`src/rtl/spi_mem_ctrl_pkg.sv`:
```
// Shared types and constants for the SPI SRAM memory controller.
package spi_mem_ctrl_pkg;

    // Request from ctrl; the reserved code 2'b11 is handled like MEM_NOP.
    typedef enum logic [1:0] {
        MEM_NOP   = 2'b00,
        MEM_READ  = 2'b01,
        MEM_WRITE = 2'b10,
        MEM_RSVD  = 2'b11
    } mem_ctrl_op_e;

    // 23LC512 instruction bytes.
    localparam logic [7:0] SPI_CMD_READ  = 8'h03;
    localparam logic [7:0] SPI_CMD_WRITE = 8'h02;

    // Encoding chosen so bit 0 is set exactly in the two active-frame
    // states (SCK_LO, SCK_HI): chip select decodes from a single flop, and
    // the SCK_LO <-> SCK_HI toggle changes only bit 1.
    typedef enum logic [2:0] {
        IDLE   = 3'b000,
        SCK_LO = 3'b001,
        SCK_HI = 3'b011,
        STOP   = 3'b010,
        DONE   = 3'b110
    } spi_mem_state_e;

endpackage

```
`src/rtl/spi_shift_reg.sv`:
```
// Parallel-load, MSB-first shift register with serial in and serial out.
module spi_shift_reg #(
    parameter int WIDTH = 8
) (
    input  logic             clock,
    input  logic             reset,
    input  logic             load,
    input  logic [WIDTH-1:0] load_value,
    input  logic             shift_en,
    input  logic             serial_in,
    output logic             serial_out,
    output logic [WIDTH-1:0] value
);

    logic [WIDTH-1:0] shreg_q;

    // Load has priority over shift; shifting moves toward the MSB.
    always_ff @(posedge clock) begin
        if (!reset) begin
            shreg_q <= '0;
        end else if (load) begin
            shreg_q <= load_value;
        end else if (shift_en) begin
            shreg_q <= {shreg_q[WIDTH-2:0], serial_in};
        end
    end

    assign serial_out = shreg_q[WIDTH-1];
    assign value      = shreg_q;

endmodule

```
`src/rtl/spi_mem_ctrl.sv`:
```
// Single-byte SPI SRAM read/write engine (mode 0) sitting behind ctrl.
//
// Handshake with ctrl: mem_ctrl_op acts as "valid" and is sampled only
// while the FSM is IDLE; acceptance happens on the first IDLE edge that
// sees MEM_READ or MEM_WRITE. addr/data_in are captured at that edge and
// ignored afterwards. mem_op_done is a one-cycle completion strobe; ctrl
// must drop or change the op on seeing it, otherwise the op is accepted
// again on the IDLE cycle that follows DONE.
module spi_mem_ctrl
    import spi_mem_ctrl_pkg::*;
#(
    parameter int ADDR_WIDTH     = 16,
    parameter int DATA_BUS_WIDTH = 8,
    parameter int CLK_DIV        = 1
) (
    input  logic                      clock,
    input  logic                      reset,
    input  mem_ctrl_op_e              mem_ctrl_op,
    input  logic [ADDR_WIDTH-1:0]     addr,
    input  logic [DATA_BUS_WIDTH-1:0] data_in,
    output logic [DATA_BUS_WIDTH-1:0] data_out,
    output logic                      mem_op_done,
    output logic                      spi_cs_n,
    output logic                      spi_sck,
    output logic                      spi_mosi,
    input  logic                      spi_miso,
    output spi_mem_state_e            dbg_state
);

    // Frame = command byte, address, data byte (0x00 filler on reads).
    localparam int FRAME_W   = 8 + ADDR_WIDTH + DATA_BUS_WIDTH;
    localparam int BIT_CNT_W = $clog2(FRAME_W);
    localparam int DIV_W     = (CLK_DIV > 1) ? $clog2(CLK_DIV) : 1;

    localparam logic [BIT_CNT_W-1:0] LAST_BIT_IDX = BIT_CNT_W'(FRAME_W - 1);
    localparam logic [DIV_W-1:0]     DIV_LAST     = DIV_W'(CLK_DIV - 1);

    spi_mem_state_e state_q, state_d;

    logic [DIV_W-1:0]          div_cnt_q;
    logic [BIT_CNT_W-1:0]      bit_cnt_q;
    logic                      is_read_q;
    logic [DATA_BUS_WIDTH-1:0] data_out_q;

    logic                      is_req;
    logic                      accept;
    logic                      half_done;
    logic                      bit_end;
    logic                      last_bit;
    logic [7:0]                cmd_byte;
    logic [DATA_BUS_WIDTH-1:0] wr_byte;
    logic [FRAME_W-1:0]        frame_load;

    logic                      frame_msb;
    logic [FRAME_W-1:0]        frame_unused;
    logic                      rd_serial_unused;
    logic [DATA_BUS_WIDTH-1:0] rd_value;

    assign is_req    = (mem_ctrl_op == MEM_READ) || (mem_ctrl_op == MEM_WRITE);
    assign accept    = (state_q == IDLE) && is_req;
    assign half_done = (div_cnt_q == DIV_LAST);
    assign bit_end   = (state_q == SCK_HI) && half_done;
    assign last_bit  = (bit_cnt_q == '0);

    assign cmd_byte   = (mem_ctrl_op == MEM_READ) ? SPI_CMD_READ : SPI_CMD_WRITE;
    assign wr_byte    = (mem_ctrl_op == MEM_READ) ? '0 : data_in;
    assign frame_load = {cmd_byte, addr, wr_byte};

    // FSM state register.
    always_ff @(posedge clock) begin
        if (!reset) begin
            state_q <= IDLE;
        end else begin
            state_q <= state_d;
        end
    end

    // Next-state logic: SCK_LO/SCK_HI alternate every CLK_DIV cycles per bit.
    always_comb begin
        state_d = state_q;
        case (state_q)
            IDLE:    if (accept) state_d = SCK_LO;
            SCK_LO:  if (half_done) state_d = SCK_HI;
            SCK_HI:  if (half_done) state_d = last_bit ? STOP : SCK_LO;
            STOP:    state_d = DONE;
            DONE:    state_d = IDLE;
            default: state_d = IDLE;
        endcase
    end

    // Half-period divider; runs only inside the frame, restarts on each phase.
    always_ff @(posedge clock) begin
        if (!reset) begin
            div_cnt_q <= '0;
        end else if ((state_q == SCK_LO) || (state_q == SCK_HI)) begin
            div_cnt_q <= half_done ? '0 : div_cnt_q + 1'b1;
        end else begin
            div_cnt_q <= '0;
        end
    end

    // Remaining-bit counter and captured op direction.
    always_ff @(posedge clock) begin
        if (!reset) begin
            bit_cnt_q <= '0;
            is_read_q <= 1'b0;
        end else if (accept) begin
            bit_cnt_q <= LAST_BIT_IDX;
            is_read_q <= (mem_ctrl_op == MEM_READ);
        end else if (bit_end && !last_bit) begin
            bit_cnt_q <= bit_cnt_q - 1'b1;
        end
    end

    // Outgoing frame: loaded on acceptance, advanced at the end of each SCK high.
    spi_shift_reg #(
        .WIDTH (FRAME_W)
    ) u_frame_sr (
        .clock      (clock),
        .reset      (reset),
        .load       (accept),
        .load_value (frame_load),
        .shift_en   (bit_end),
        .serial_in  (1'b0),
        .serial_out (frame_msb),
        .value      (frame_unused)
    );

    // Incoming MISO bits; cleared on acceptance so aborted reads leave nothing.
    spi_shift_reg #(
        .WIDTH (DATA_BUS_WIDTH)
    ) u_read_sr (
        .clock      (clock),
        .reset      (reset),
        .load       (accept),
        .load_value ('0),
        .shift_en   (bit_end),
        .serial_in  (spi_miso),
        .serial_out (rd_serial_unused),
        .value      (rd_value)
    );

    // Read result is registered on the STOP->DONE edge so it is valid with done.
    always_ff @(posedge clock) begin
        if (!reset) begin
            data_out_q <= '0;
        end else if ((state_q == STOP) && is_read_q) begin
            data_out_q <= rd_value;
        end
    end

    assign data_out    = data_out_q;
    assign mem_op_done = (state_q == DONE);
    assign spi_cs_n    = ~state_q[0];
    assign spi_sck     = (state_q == SCK_HI);
    assign spi_mosi    = state_q[0] ? frame_msb : 1'b0;
    assign dbg_state   = state_q;

endmodule
```
`config.mk`:
```
export PLATFORM = sky130hd
export DESIGN_NAME = spi_mem_ctrl
export DESIGN_NICKNAME = d
export VERILOG_FILES = /design/src/rtl/spi_mem_ctrl_pkg.sv /design/src/rtl/spi_shift_reg.sv /design/src/rtl/spi_mem_ctrl.sv
export SDC_FILE = /design/constraint.sdc
export NUM_CORES = 1
export LEC_CHECK = 0
export ABC_CLOCK_PERIOD_IN_PS = 1700
export BUFFER_PORTS_ARGS = -buffer_cell sky130_fd_sc_hd__buf_2
export CAP_MARGIN = 10
export CORE_UTILIZATION = 35
export CTS_BUF_LIST = sky130_fd_sc_hd__clkbuf_4 sky130_fd_sc_hd__clkbuf_8 sky130_fd_sc_hd__clkbuf_16
export DETAILED_ROUTE_END_ITERATION = 6
export HOLD_SLACK_MARGIN = 0.03
export PLACE_DENSITY = 0.59
export SETUP_SLACK_MARGIN = 0.2
export SYNTH_ARGS = -nofsm -noshare
export SYNTH_HDL_FRONTEND = slang
export SYNTH_SLANG_ARGS = --single-unit
```
`constraint.sdc`:
```
create_clock -name clock -period 1.7 [get_ports clock]
set_input_delay 0.425 -clock clock [delete_from_list [all_inputs] [get_ports clock]]
set_output_delay 0.425 -clock clock [all_outputs]
set_load 0.03 [all_outputs]
```
# Word level (Yosys, flattened, before mapping)
# Cells that the tools add are included.
dict set report totals {
  ram_bits 0
  inputBits 29
  wordCells 47
  mem_bits_ro 0
  latch_bits 0
  ff_bits 58
  memories 0
  out_inout_bits 15
}
dict set report classes {
  n_shift 0
  multipliers 0
  n_eq_ne 9
  n_reduce_logical 14
  bitwise 3
  add_sub_neg 2
  n_div 0
  n_lt_le_gt_ge 0
  mux 12
}
# cell count
set ops {}
lappend ops {{$mux W32} 2}
lappend ops {{$pmux W3 S4} 1}
lappend ops {{$mux W5} 2}
lappend ops {{$mux W3} 3}
lappend ops {{$mux W8} 1}
lappend ops {{$eq A3 B2 Y1 const B} 2}
lappend ops {{$ne A2 B2 Y1 const B} 3}
lappend ops {{$reduce_and A3 Y1} 2}
lappend ops {{$logic_not A5 Y1} 1}
lappend ops {{$sub A5 B1 Y5 const B} 1}
lappend ops {{$logic_and A1 B1 Y1} 4}
lappend ops {{$reduce_bool A2 Y1} 2}
lappend ops {{$eq A3 B1 Y1 const B} 1}
lappend ops {{$eq A3 B3 Y1 const B} 1}
lappend ops {{$logic_not A3 Y1} 1}
lappend ops {{$not A1 Y1} 3}
lappend ops {{$eq A2 B1 Y1 const B} 1}
lappend ops {{$eq A2 B2 Y1 const B} 1}
lappend ops {{$logic_or A1 B1 Y1} 2}
lappend ops {{$mux W1} 2}
lappend ops {{$mux W2} 1}
lappend ops {{$reduce_or A2 Y1} 1}
lappend ops {{$add A1 B1 Y1 const B} 1}
lappend ops {{$logic_not A1 Y1} 1}

# Depth between registers and ports, before layout
# Gate-level depths: netlist of run 1.
dict set report depth {
  depth_word 5
  ltp_mapped 7
  mapped_depth_nobuf 5
}

# Modules after synthesis
# Synthesis of run 1 repeated with hierarchy kept, for this count alone.
dict set report unflattened {
  cells_unflattened 271
  hier_area_um2 3100.5
}
# mod cells_per_inst area_per_inst_um2 n_inst seq_area_each_um2
set modules_own_cells {}
lappend modules_own_cells {{spi_shift_reg at u_frame_sr} 142 1785.5 1 640.6}
lappend modules_own_cells {spi_mem_ctrl 93 867.1 1 360.3}
lappend modules_own_cells {{spi_shift_reg at u_read_sr} 36 447.9 1 160.2}

# Worst setup path before layout of run 1
# No wires, ideal clock.
dict set report synth_timing {
  kind {reg2out}
  from {reg state_q[0], in the netlist dbg_state[0]}
  to {out spi_sck}
  stages_incl_launch_ff 4
  setup_slack_ns -0.321
  t_arrival_ns 1.596
  required_time_ns 1.275
  path_cell_list {dfxtp_1 buf_6 inv_1 nor3b_1}
}
dict set report synth_via {
  elab_chain_cells 1
}
# item line_no
set synth_lines {}
lappend synth_lines {{from (decl)} spi_mem_ctrl.sv:38} ;# spi_mem_state_e state_q, state_d;
lappend synth_lines {{from (signal assigned)} spi_mem_ctrl.sv:74} ;# state_q <= state_d;
lappend synth_lines {{$eq A3 B2 Y1} spi_mem_ctrl.sv:155} ;# assign spi_sck = (state_q == SCK_HI);
lappend synth_lines {{to (decl)} spi_mem_ctrl.sv:24} ;# output logic spi_sck,
# No other way between the ends.

# Final worst setup path of run 1
dict set report layout_timing {
  from {reg state_q[1], in the netlist dbg_state[1]}
  to {reg u_frame_sr.shreg_q[19], in the netlist u_frame_sr.value[19]}
}
dict set report layout_via {
  elab_chain_cells 3
  word_cells_on_any_way 6
  cone_classes {eq/ne: 1; mux: 1; reduce/logical: 4}
}
# item line_no
set layout_lines {}
lappend layout_lines {{$eq A3 B2 Y1 or $logic_not A3 Y1 (tied branches)} {spi_mem_ctrl.sv:62, spi_mem_ctrl.sv:60}}
lappend layout_lines {{$logic_and A1 B1 Y1, on equally long branches} {spi_mem_ctrl.sv:62, spi_mem_ctrl.sv:60}}
lappend layout_lines {{$reduce_bool A2 Y1 (no line) or $mux W32 (tied branches)} -}
lappend layout_lines {{to (signal assigned)} spi_shift_reg.sv:22} ;# shreg_q <= load_value;
lappend layout_lines {{to (signal assigned)} spi_shift_reg.sv:24} ;# shreg_q <= {shreg_q[WIDTH-2:0], serial_in};
lappend layout_lines {{to (decl)} spi_shift_reg.sv:15} ;# logic [WIDTH-1:0] shreg_q;
# Parallel ways exist; a longest one is shown, timed or not.
# A chain may end at the register's enable or synchronous reset.

==> flow_metrics.env, run 1 <==
export IMPL_status="finished, final reports clean"
export IMPL_rsz0062_at_grt="true"
export IMPL_fin_ws_ns=0.144
export IMPL_cp_depth=5
export IMPL_dpl_cell_count=372
export IMPL_cts_tree="done"
export IMPL_viasPerCell=5.26
export IMPL_wl_per_cell_um=13.5
export IMPL_antenna_found_initial=0
export IMPL_grt_overflow_total=0
export IMPL_cp_max_fo=21
export IMPL_grt_pass1_vias=1950
export IMPL_vias=2082
export IMPL_nFillCells=660
export IMPL_worstPathArrival_ns=1.78
export IMPL_critPathKind="reg -> reg"
export IMPL_r2r_end="u_frame_sr.value[19]"
export IMPL_clock_sinks=58
export IMPL_cts_buffers=9
export IMPL_floorplan_die_area_sq_mm=0.00716
export IMPL_p_switching_mw=0.907
export IMPL_crit_chain="buf_4, or4_4, buf_12, nand3_1, a21oi_1"
export IMPL_syn_avg_cell_area_sq_um=9.01
export IMPL_yosysUniqueCellTypes=37
export IMPL_hold_depth=3
export IMPL_endpoint_kind="flip-flop"
export IMPL_drive_above_1_share_pct=33.2
export IMPL_hold_violations=0
export IMPL_postRouteAntennaNets=0
export IMPL_ys_seq_area_share_pct=48.6
export IMPL_worst_path_buf_inv=2
export IMPL_seqPwrFrac_pct=45.6
export IMPL_setup_viol=0
export IMPL_final_cell_mix="dfxtp_1, a21oi_1, buf_2"
export IMPL_hold_class="in -> reg"
export IMPL_max_freq_ghz=0.643
export IMPL_track_usage_pct=16.2
export IMPL_final_common_cell="dfxtp_1"
export IMPL_ys_seq_elements=58
export IMPL_slowest_delay_ns=0.56
export IMPL_crit_slowest_cell="or4_4"
export IMPL_totalPowerFinal_mw=3.28
export IMPL_rr_worst_depth=5
export IMPL_fin_worst_skew_ns=0.00799
export IMPL_numPortBuffers=43
export IMPL_clock_tree_htree_level_count=3
export IMPL_comb_power_share_pct=16.5
export IMPL_power_density_mw_per_mm2=1060
export IMPL_die_w_um=84.6
export IMPL_clockBufferDepth=2
export IMPL_maxCapViolCount=0
export IMPL_setup_tns_ns=0
export IMPL_nets=345
export IMPL_n_antenna_cell=0
export IMPL_syn_inst=265
export IMPL_startpoint_type="flip-flop"
export IMPL_instances_no_fill=396
export IMPL_cp_top_family="simple AND/OR/NAND/NOR gates"
export IMPL_critPathRequiredTime_ns=1.92
export IMPL_p_int_mw=2.37
export IMPL_drt_pass1_iterations=6
export IMPL_yosys_warnings=0
export IMPL_grt_max_degree=36
export IMPL_min_period_over_period_pct=91.5
export IMPL_fin_crit_ns=1.56
export IMPL_r2r_start="dbg_state[1]"
export IMPL_cts_hold_buf=0
export IMPL_grt_pass1_wl_mm=9.07
export IMPL_cts_root_buf="clkbuf_8"
export IMPL_clkTransAtPathRegs_ns=0.07
export IMPL_drt_wl_total_mm=5.33
export IMPL_ir_drop_v=0.000538
export IMPL_r2r_setup_slack_ns=0.14
export IMPL_min_from="spi_miso"
export IMPL_drt_iter0_markers=105
export IMPL_area_delta_synth_final_pct=29.1
export IMPL_drc=0
export IMPL_routabilityCongestion=0.740
export IMPL_hpwl_mm=3.34
export IMPL_clock_latency_ns=0.35
export IMPL_rows=29
export IMPL_io_pins=44
export IMPL_clkPwrFrac_pct=37.9
export IMPL_syn_area_sq_mm=0.00239
export IMPL_core_area_sq_mm=0.00646
export IMPL_p_leak_nw=1.15
export IMPL_initial_utilization_pct=37.0
export IMPL_report_final_slew_viol_count=0
export IMPL_pre_cts_slack_ns=-0.0436
export IMPL_whs_endpoint="u_read_sr.value[0]"
export IMPL_die_height_um=84.6
export IMPL_syn_nets=296
export IMPL_p_sw_share_pct=27.7
-- power groups by stage --
stage | sequential (mW) | combinational, mW | clock [mW]
floorplan | 1.52 | 0.340 | 0
global placement | 1.53 | 0.465 | 0
detailed placement | 1.54 | 0.472 | 0
CTS | 1.50 | 0.533 | 1.28
global route | 1.51 | 0.591 | 1.35
finish | 1.50 | 0.539 | 1.24
-- sequential cells by signal, summed over array words and instances, names as in the netlist --
signal            flops
u_read_sr.value       8
is_read_q             1
div_cnt_q             1
u_frame_sr.value     32
data_out              8
dbg_state             3
bit_cnt_q             5
-- layer usage --
metal,GRT usage (%),vias to the layer above,share of wire [%]
met1,19.9,980,47
met3,5.41,7,3.8
met2,25.2,39,47
li1,-,1056,-
met4,8.32,0,1.8
met5,0,-,0
-- worst min-delay path, delay by kind of cell --
kind | cells | cell delay, ns
AOI/OAI and AO/OA | 1 | 0.05
buffers and inverters | 1 | 0.10
and+or+nand+nor | 1 | 0.04
-- area by class of cell --
class	instances	area, sq um	share of cell area, %
Clock inverter	7	70.1	2.27
Multi-Input combinational cell	175	1120	36.4
Timing Repair Buffer	63	467	15.1
Inverter	7	28.8	0.933
Clock buffer	9	124	4.02
Sequential cell	58	1170	38.1
Tap cell	77	96.3	3.12
-- stage by stage --
| stage | hold slack (ns) | instance area [sq um] | utilization (%) |
|---|---|---|---|
| 2_1_floorplan | 0.432 | 2450 | - |
| 4_1_cts | 0.303 | 3070 | 47.5 |
| 3_3_place_gp | 0.441 | 2770 | 42.9 |
| 6_report | 0.320 | 3080 | 47.7 |
| 3_5_place_dp | 0.447 | 2770 | 42.9 |
| 5_1_grt | 0.333 | 3080 | 47.7 |
-- logic make-up (layout without fill, tap and decap cells) --
family / Yosys count / after routing / synth area share [%]
other: 1 / 1 / 0.157
muxes: 8 / 8 / 3.35
buffers and inverters: 32 / 86 / 7.86
AOI/OAI and AO/OA: 79 / 79 / 20.8
and+or+nand+nor: 85 / 85 / 18.2
DFF: 58 / 58 / 48.6
adders and majority gates: 2 / 2 / 1.05
-- how the worst max path moves through the flow --
stage | slack (ns) | to | startpoint
after global routing | 0.10 | u_frame_sr.value[19] | dbg_state[1]
after detailed placement | -0.04 | u_frame_sr.value[15] | mem_ctrl_op[0]
after CTS | 0.12 | spi_sck | dbg_state[2]
after global placement | -0.02 | u_frame_sr.value[14] | mem_ctrl_op[0]
final | 0.14 | u_frame_sr.value[19] | dbg_state[1]
after floorplan | 0.12 | u_frame_sr.value[11] | mem_ctrl_op[0]
-- Yosys cell counts --
cell	count	share of area (%)
nand2b_1	2	0.52
a22oi_1	15	4.7
or2_2	1	0.26
a311oi_1	4	1.5
and3_1	1	0.26
nor4_2	1	0.52
buf_2	7	1.5
nor2b_1	1	0.26
a211oi_1	2	0.63
nand4b_1	1	0.37
a31oi_1	4	1.0
or4b_1	1	0.42
mux2i_1	8	3.4
a21oi_1	40	8.4
nand2_1	29	4.6
nor3_1	2	0.42
dfxtp_1	58	49
inv_1	6	0.94
or4_4	1	0.47
clkinv_1	1	0.16
a32oi_1	7	2.6
o21bai_1	1	0.31
clkbuf_2	2	0.42
o21ai_0	4	0.84
buf_6	5	2.4
and4bb_2	2	1.0
nor3b_1	2	0.63
buf_4	5	1.6
and2_1	1	0.26
a21bo_2	1	0.42
nand3_1	30	6.3
conb_1	1	0.16
ha_1	2	1.0
clkbuf_1	6	0.94
o41ai_1	1	0.37
nor2_1	9	1.4
nand4bb_1	1	0.47
-- timing repair --
| item | in CTS | in global routing |
|---|---|---|
| pin swaps | 5 | 3 |
| setup endpoints to repair | 11 | 46 |
| gates resized for setup | 19 | 2 |
| buffers inserted | 6 | 2 |
Note: power is estimated with default switching activity, not from simulation.
==> run 2: changes to the inputs <==
CORE_ASPECT_RATIO = 0.5   (was not set)
CORE_MARGIN = 10   (was not set)
MAX_ROUTING_LAYER = met4   (was not set)
==> run 2 against run 1 <==
Compared with the run above: clock power rose by 39%; sequential power hardly changed; first-iteration DRC count is 90% higher.
==> flow_metrics.env, run 2 (synthesis results as in run 1) <==
export IMPL_critPathKind="reg -> reg"
export IMPL_grt_max_degree=34
export IMPL_max_freq_ghz=0.648
export IMPL_initial_utilization_pct=35.9
export IMPL_rows=21
export IMPL_track_usage_pct=11.5
export IMPL_worstPathArrival_ns=1.75
export IMPL_cts_hold_buf=0
export IMPL_hold_depth=3
export IMPL_hold_violations=0
export IMPL_largest_reg_flops=32
export IMPL_io_pins=44
export IMPL_hold_ws_ns=0.342
export IMPL_critPathRequiredTime_ns=1.90
export IMPL_grt_busiest_layer="met2"
export IMPL_grt_overflow_total=0
export IMPL_power_density_mw_per_mm2=1170
export IMPL_drive_above_1_share_pct=33.8
export IMPL_rsz0062_at_grt="true"
export IMPL_area_delta_synth_final_pct=35.0
export IMPL_grt_util_met3_pct=3.11
export IMPL_wl_per_cell_um=14.1
export IMPL_clkPwrFrac_pct=45.8
export IMPL_die_height_um=78.4
export IMPL_p_leak_nw=1.21
export IMPL_hold_class="in -> reg"
export IMPL_drt_iter0_markers=199
export IMPL_gr_usage_met2_pct=17.4
export IMPL_clockBufferDepth=2
export IMPL_grtUsageMet1_pct=14.0
export IMPL_floorplan_die_area_sq_mm=0.0107
export IMPL_fin_worst_skew_ns=0.00654
export IMPL_numPortBuffers=43
export IMPL_grt_pass1_wl_mm=9.70
export IMPL_clock_latency_ns=0.32
export IMPL_crit_slowest_cell="or4_4"
export IMPL_report_final_slew_viol_count=0
export IMPL_antenna_found_initial=0
export IMPL_crit_chain="buf_4, or4_4, buf_12, nand3_1, a21oi_1"
export IMPL_n_antenna_cell=0
export IMPL_clkTransAtPathRegs_ns=0.05
export IMPL_min_period_over_period_pct=90.8
export IMPL_startpoint_type="flip-flop"
export IMPL_seqPwrFrac_pct=39.8
export IMPL_drt_pass1_iterations=4
export IMPL_setup_tns_ns=0
export IMPL_vias=2093
export IMPL_rr_worst_depth=5
export IMPL_cp_max_fo=25
export IMPL_routabilityCongestion=0.730
export IMPL_die_w_um=137
export IMPL_endpoint_kind="flip-flop"
export IMPL_drt_wl_total_mm=5.81
export IMPL_comb_power_share_pct=14.4
export IMPL_clock_tree_htree_level_count=3
export IMPL_slowest_delay_ns=0.59
export IMPL_cts_root_buf="clkbuf_16"
export IMPL_status="finished, final reports clean"
export IMPL_postRouteAntennaNets=0
export IMPL_maxCapViolCount=0
export IMPL_viasPerCell=5.08
export IMPL_final_cell_mix="dfxtp_1, a21oi_1, buf_2"
export IMPL_p_sw_share_pct=24.6
export IMPL_cts_buffers=9
export IMPL_clock_sinks=58
export IMPL_nets=346
export IMPL_totalPowerFinal_mw=3.76
export IMPL_hpwl_mm=3.84
export IMPL_setup_viol=0
export IMPL_grt_pass1_vias=2040
export IMPL_drc=0
export IMPL_core_area_sq_mm=0.00665
export IMPL_p_int_mw=2.84
export IMPL_p_switching_mw=0.927
export IMPL_ir_drop_v=0.000481
export IMPL_final_common_cell="dfxtp_1"
export IMPL_fin_crit_ns=1.54
export IMPL_cts_tree="done"
## run 2: cell types whose count changed in the layout (fill, tap and decap cells not counted), sizes merged
cell    previous run  this run
buf               63        64
clkbuf             9        10
clkinv             6         5
## run 2: per-layer routing
| layer | share of wire (%) | vias to the layer above |
|---|---|---|
| li1 | - | 1058 |
| met1 | 50 | 983 |
| met2 | 45 | 45 |
| met3 | 3.0 | 7 |
| met4 | 1.5 | 0 |
| met5 | 0 | - |
## run 2: path summary, 6_finish.rpt
kind                   startpoint                    to  slack, ns
max                  dbg_state[2]  u_frame_sr.value[13]       0.16
min                      spi_miso    u_read_sr.value[0]       0.34
max reg2reg          dbg_state[2]  u_frame_sr.value[13]       0.16
min reg2reg  u_frame_sr.value[25]  u_frame_sr.value[26]       0.45
## run 2: metrics by stage
stage / setup WS [ns] / cells / area (sq um) / utilization, %
after floorplan: 0.116 / 265 / 2450 / -
after global placement: -0.00129 / 389 / 2800 / 42.2
after detailed placement: -0.0423 / 389 / 2800 / 42.2
after CTS: 0.142 / 410 / 3190 / 48.0
after global routing: 0.101 / 412 / 3220 / 48.5
final: 0.156 / 412 / 3220 / 48.5
## run 2: repair_timing
action / 4_1_cts / 5_1_grt
endpoints found under the hold margin: 0 / 0
buffers inserted: 5 / 2
resized for setup: 18 / 8
pin swaps: 6 / 3
endpoints found under the setup margin: 11 / 49
## run 2: cell type report
cell class,instances,area (sq um)
Timing Repair Buffer,64,477
Sequential cell,58,1170
Fill cell,619,3420
Inverter,7,28.8
Tap cell,92,115
Clock buffer,10,233
Multi-Input combinational cell,175,1140
Clock inverter,6,57.6
## run 2: worst max-delay path, delay by kind of cell, from the launching register on
kind                   cells  cell delay (ns)
AND/OR/NAND/NOR            2             0.67
flip-flops                 1             0.35
buffers and inverters      2             0.33
AO/OA/AOI/OAI              1             0.07
## run 2: power groups by stage
stage / Sequential (mW) / Clock (mW) / Combinational [mW]
after global placement: 1.53 / 0 / 0.459
after detailed placement: 1.53 / 0 / 0.472
after global routing: 1.51 / 1.85 / 0.595
final: 1.50 / 1.72 / 0.541
after floorplan: 1.52 / 0 / 0.340
after CTS: 1.50 / 1.77 / 0.525
